--- config.mk ---
export PLATFORM = sky130hd
export DESIGN_NAME = fetch_unit
export DESIGN_NICKNAME = d
export VERILOG_FILES = /design/src/rtl/fetch_unit.sv
export SDC_FILE = /design/constraint.sdc
export NUM_CORES = 1
export LEC_CHECK = 0
export ABC_AREA = 1
export CAP_MARGIN = 20
export CORE_MARGIN = 5
export CORE_UTILIZATION = 54
export DETAILED_ROUTE_END_ITERATION = 8
export GPL_TIMING_DRIVEN = 0
export PLACE_DENSITY = 0.84
export SKIP_LAST_GASP = 1
export SYNTH_ARGS = -nofsm -noshare
export SYNTH_HDL_FRONTEND = slang
export SYNTH_SLANG_ARGS = --single-unit
--- constraint.sdc ---
create_clock -name clk -period 2.5 [get_ports clk]
set_input_delay 0.25 -clock clk [delete_from_list [all_inputs] [get_ports clk]]
set_output_delay 0.25 -clock clk [all_outputs]
set_load 0.005 [all_outputs]
--- src/rtl/fetch_unit.sv ---
// Instruction fetch stage: issues pc to a synchronous instruction memory, captures
// returned words with their address in a 2-entry buffer and presents them to decode.
module fetch_unit #(
  parameter int D = 12,
  parameter int W = 9
) (
  input  logic         clk,
  input  logic         reset,
  input  logic [D-1:0] pc,
  output logic         fetch_en,
  input  logic         flush,
  input  logic         halt,
  output logic [D-1:0] imem_addr,
  input  logic [W-1:0] imem_rdata,
  output logic [W-1:0] inst,
  output logic [D-1:0] inst_pc,
  output logic         inst_valid,
  input  logic         inst_ready
);

  logic [1:0]   count_reg, count_next;
  logic         wp_reg, rp_reg;
  logic         infl_reg;
  logic [D-1:0] infl_pc_reg;
  logic [W-1:0] buf_inst_reg [2];
  logic [D-1:0] buf_pc_reg   [2];

  logic         pop;
  logic         capture;
  logic [2:0]   occupancy;

  assign imem_addr  = pc;
  assign inst_valid = (count_reg != 2'd0) && !flush;
  assign pop        = inst_valid && inst_ready;
  assign capture    = infl_reg && !flush;
  assign occupancy  = {1'b0, count_reg} + {2'b00, infl_reg};

  // An issue is allowed only if the slot freed by this cycle's pop keeps
  // buffered plus in-flight entries within the two buffer slots.
  assign fetch_en = reset && !flush && !halt &&
                    (occupancy < (3'd2 + {2'b00, pop}));

  assign inst    = buf_inst_reg[rp_reg];
  assign inst_pc = buf_pc_reg[rp_reg];

  always_comb begin
    count_next = count_reg;
    if (flush) begin
      count_next = 2'd0;
    end else begin
      count_next = count_reg + {1'b0, capture} - {1'b0, pop};
    end
  end

  always_ff @(posedge clk or negedge reset) begin
    if (!reset) begin
      count_reg   <= 2'd0;
      wp_reg      <= 1'b0;
      rp_reg      <= 1'b0;
      infl_reg    <= 1'b0;
      infl_pc_reg <= '0;
    end else begin
      count_reg <= count_next;
      if (flush) begin
        wp_reg   <= 1'b0;
        rp_reg   <= 1'b0;
        infl_reg <= 1'b0;
      end else begin
        if (capture) wp_reg <= ~wp_reg;
        if (pop)     rp_reg <= ~rp_reg;
        infl_reg <= fetch_en;
      end
      if (fetch_en) infl_pc_reg <= pc;
    end
  end

  always_ff @(posedge clk or negedge reset) begin
    if (!reset) begin
      for (int i = 0; i < 2; i++) begin
        buf_inst_reg[i] <= '0;
        buf_pc_reg[i]   <= '0;
      end
    end else if (capture) begin
      buf_inst_reg[wp_reg] <= imem_rdata;
      buf_pc_reg[wp_reg]   <= infl_pc_reg;
    end
  end

endmodule
======== Yosys cells after proc, flatten, opt, wreduce, memory -nomap -nowiden ========
Cells that the tools add are included.
word-level totals
  bits of input ports ..................... 26
  register bits ........................... 59
  output and inout bits ................... 35
operators by class
  bitwise logic cells ..................... 4
  order comparisons ....................... 4
  mux-type cells .......................... 18
  reductions and logical operators ........ 12
  $add $sub $neg .......................... 4
operators by type and width
  cell                   number
  $mux W12               4
  $mux W9                4
  $bwmux W24             1
  $bwmux W18             1
  $demux W12 S1          1
  $demux W9 S1           1
  $logic_and A1 B1 Y1    7
  $reduce_bool A2 Y1     3
  $mux W1                5
  $ge A2 B2 Y1 const B   2
  $not A1 Y2             2
  $add A2 B1 Y3          1
  $add A2 B1 Y3 const A  1
  $lt A3 B3 Y1           1
  $add A2 B1 Y2          1
  $logic_not A1 Y1       2
  $lt A2 B1 Y1 const B   1
  $mux W2                1
  $not A1 Y1             2
  $sub A2 B1 Y2          1

======== Longest topological paths before layout ========
  depth in word-level cells ............... 7
  mapped depth ............................ 9
  gate-level depth less buffers ........... 9

======== Least setup slack after synthesis ========
Ideal clock, no wire load.
  path kind ............................... flip-flop to output port
  start ................................... register infl_reg
  end ..................................... output fetch_en
  stages on the path, launching flop included .. 7
  path buffers ............................ 1
  slack ................................... 0.933 ns
  data arrival time ....................... 1.317 ns
  cell sequence ........................... dfrtp_1 ha_1 ha_1 nor3_4 nand2_2 buf_4 inv_1
on the way
  word-level cells in the longest chain between the ends .. 3
ends and longest elaborated chain
  element                 line  source
  from (decl)             23    logic infl_reg;
  from (signal assigned)  71    infl_reg <= fetch_en;
  $add A2 B1 Y3           36    assign occupancy = {1'b0, count_reg} + {2'b00, infl_reg};
  $lt A3 B3 Y1            41    (occupancy < (3'd2 + {2'b00, pop}));
  $logic_and A1 B1 Y1     40    assign fetch_en = reset && !flush && !halt &&
  to (decl)               10    output logic fetch_en,
Every way passes these cells.

======== Worst setup path in the final report ========
  start ................................... register count_reg[0]
  end ..................................... output fetch_en
on the way
  word-level cells in the longest chain between the ends .. 6
  elaborated cells on any way between the ends .. 7
  classes of those cells .................. add/sub: 2; order compare: 1; reduce/logical: 4
ends and longest elaborated chain
  element                  line  source
  from (decl)              21    logic [1:0] count_reg, count_next;
  from (signal assigned)   63    count_reg <= count_next;
  $reduce_bool A2 Y1       33    assign inst_valid = (count_reg != 2'd0) && !flush;
  $logic_and A1 B1 Y1      33
  $logic_and A1 B1 Y1      34    assign pop = inst_valid && inst_ready;
  $add A2 B1 Y3            41
  $lt A3 B3 Y1 (*)         41
  $logic_and A1 B1 Y1 (*)  40
Every way passes the cells marked *; elsewhere a longest branch is shown, timed or not.

==> flow_summary.toml <==
[routing]
drtAntennaViolNets = 0
viasPerCell = 4.93
routedWlPerCell_um = 13.6
drt_wl_total_mm = 5.92
drc = 0
dr.pass1.iters = 4
dr.first_iter.drc_count = 83
vias = 2141

[sta]
skew_ns = 0.00723
tightest_slew_ns = 0.432
timing.slew.headroom = 0.712
rsz0062_at_grt = "false"
fmax_mhz = 422
fin_tns_setup_ns = 0
fin_crit_sh = 0.949
setup_viol = 0
finalCriticalPeriod_ns = 2.37
finalMaxSlewViolations = 0
hold_violations = 0

[synthesis]
syn-instance-count = 280
synth_nets = 310
ys_warn_count = 0
async_flop_share = 1.00
synth_top_family_by_area = "simple AND/OR/NAND/NOR gates"
yosysMostFrequentCell = "nand2_1"
yosysUniqueCellTypes = 21
synthTopCellsByArea = "dfrtp_1, nand2_1, mux2_2"
synth_fa_ha_area_frac = 0.0180
synth-edff-count = 0
muxShareOfSynthArea = 0.0851
synth-xor-area-share = 0.00630
synth_top_area_cell = "dfrtp_1"
synth_top_cells_by_count = "nand2_1, dfrtp_1, inv_1"
synth_compound_area_frac = 0.108
syn_area_um2 = 2780
seq_area_frac_synth = 0.531
synth_seq_cells = 59
synth_simple_gate_area_frac = 0.141
synthFlopType = "dfrtp_1"
synth.avg_cell_area_um2 = 9.92
synth_top_area_frac = 0.531

[cells_and_area]
nets = 391
final_design_area_no_fill_um2 = 3740
antenna_cells = 0
drive_gt1_frac = 0.245
fin_cells = 434
largest_register_ffs = 24
syn_to_final_growth_pct = 34.8

[cts]
clk_pin_slew_worst_paths_ns = 0.06
cts_tree = "yes"
cts_made_buffers = 9
cts_max_path_buffers = 2
clock-sinks = 59
htreeDepth = 3
clk-insertion-delay-late_ns = 0.33
cts-root-buf = "clkbuf_8"

[floorplanning]
start_util = 0.551
core_um2 = 5040
fp.dieH_um = 81.7
die-area_um2 = 6680
die_w_um = 81.7
io_pins = 61
fp-row-count = 26

[placement]
place.gp.congestion = 0.741
place_area_um2 = 3480
port_buffers = 60
dp.cells = 411
dp.final_hpwl_mm = 4.06

[run]
maxCapViolations = 0

[grt]
grt_pass1_wl_mm = 9.90
grt.overflow.total = 0
grt_use_met1 = 0.243
use_met2 = 0.325
grt_antenna_before_repair = 0
grt_max_degree = 33
busiest_layer = "met2"
track_usage = 0.200
grt_pass1_vias = 2120
gr-usage-met3 = 0.0537

[power]
internal_power_w = 0.00190
vdd.ir_drop.worst_uv = 342
p_switching_w = 0.000702
pwr-share-clk = 0.260
p_leak_nw = 1.83
p_per_area_nw_per_um2 = 695
switching_share = 0.270
p_seq_frac = 0.470
fin_total_pwr_w = 0.00260
comb_power_share = 0.270

[worst_setup_path]
required_ns = 2.25
crit_path_start_kind = "register"
worstPathArrival_ns = 2.12
crit_path_end_kind = "output pin"
worstPathMaxFanout = 14
crit_type = "register to output pin"

[worst_hold_path]
worstHoldPathType = "register to register"

[outcome]
status = "complete, no violations"
==> final cells by class <==
cell class,count,area [µm²]
repair buffers,71,736
clock buffers,14,143
well taps,70,87.6
multi-input cells,165,1000
fillers,325,1300
plain buffers,25,186
inverters,30,113
flip-flops and latches,59,1480
==> routing by layer <==
metal | routed length [µm] | up-vias
met5 | 0 | -
met4 | 159 | 0
met3 | 300 | 17
met2 | 2930 | 64
met1 | 2530 | 1000
li1 | - | 1060
==> worst paths after layout <==
kind | from | end | slack [ns] | depth (start not counted)
min | infl_pc_reg[5]$_DFFE_PN0P_ | infl_pc_reg[5]$_DFFE_PN0P_ | 0.47 | 2
min in group asynchronous | reset | infl_pc_reg[0]$_DFFE_PN0P_ | 0.53 | 4
max in group asynchronous | reset | buf_inst_reg[17]$_DFFE_PN0P_ | 1.22 | 5
max reg2reg | count_reg[1]$_DFF_PN0_ | count_reg[1]$_DFF_PN0_ | 0.86 | 9
max | count_reg[0]$_DFF_PN0_ | fetch_en | 0.13 | 6
min reg2reg | infl_pc_reg[5]$_DFFE_PN0P_ | infl_pc_reg[5]$_DFFE_PN0P_ | 0.47 | 2
==> placed cells by master (no fill, tap or decap), drive strengths merged <==
master,count
a21oi,1
buf,33
clkbuf,16
clkdlybuf4s50,59
dfrtp,59
dlygate4sd3,2
ha,4
inv,30
mux2,21
nand2,74
nand3,14
nand4,1
nor2,3
nor3,1
o21ai,43
or2,1
xnor2,1
xor2,1
==> power by group through the flow <==
stage,logic [W],registers (W),clock network (W)
3_5_place_dp,0.000685,0.00124,0
2_1_floorplan,0.000364,0.00121,0
6_report,0.000702,0.00122,0.000676
5_1_grt,0.000780,0.00125,0.000733
4_1_cts,0.000706,0.00122,0.000688
3_3_place_gp,0.000666,0.00123,0
==> worst max-delay path: stages (launching register included) <==
cell and delay [ns]:
dfrtp_1 0.40, ha_1 0.21, ha_2 0.19, nor3_4 0.26
nand2_4 0.15, inv_1 0.09, clkdlybuf4s50_1 0.50
==> metrics by stage <==
step                      hold slack, ns  setup WS [ns]   util
after detailed placement           0.310        -0.0102  0.691
after CTS                          0.472         0.0241  0.735
after global placement             0.456          -1.79  0.688
final                              0.473          0.128  0.743
after floorplan                  -0.0456          0.933      -
after global routing               0.491         0.0326  0.743
==> cells by family after synthesis <==
kind of cell | Yosys count
and+or+nand+nor | 94
DFF | 59
buffers and inverters | 56
AOI/OAI and AO/OA | 44
muxes | 21
adders and majority gates | 4
xor gates and xnor gates | 2
==> what timing repair did <==
item,in CTS,in global routing
pin swaps,1,2
resized for setup,1,2
hold buffers,5,0
buffers inserted,0,5
endpoints found under the hold margin,27,0
endpoints found under the setup margin,1,1
Power figures use the tool's default switching activity.
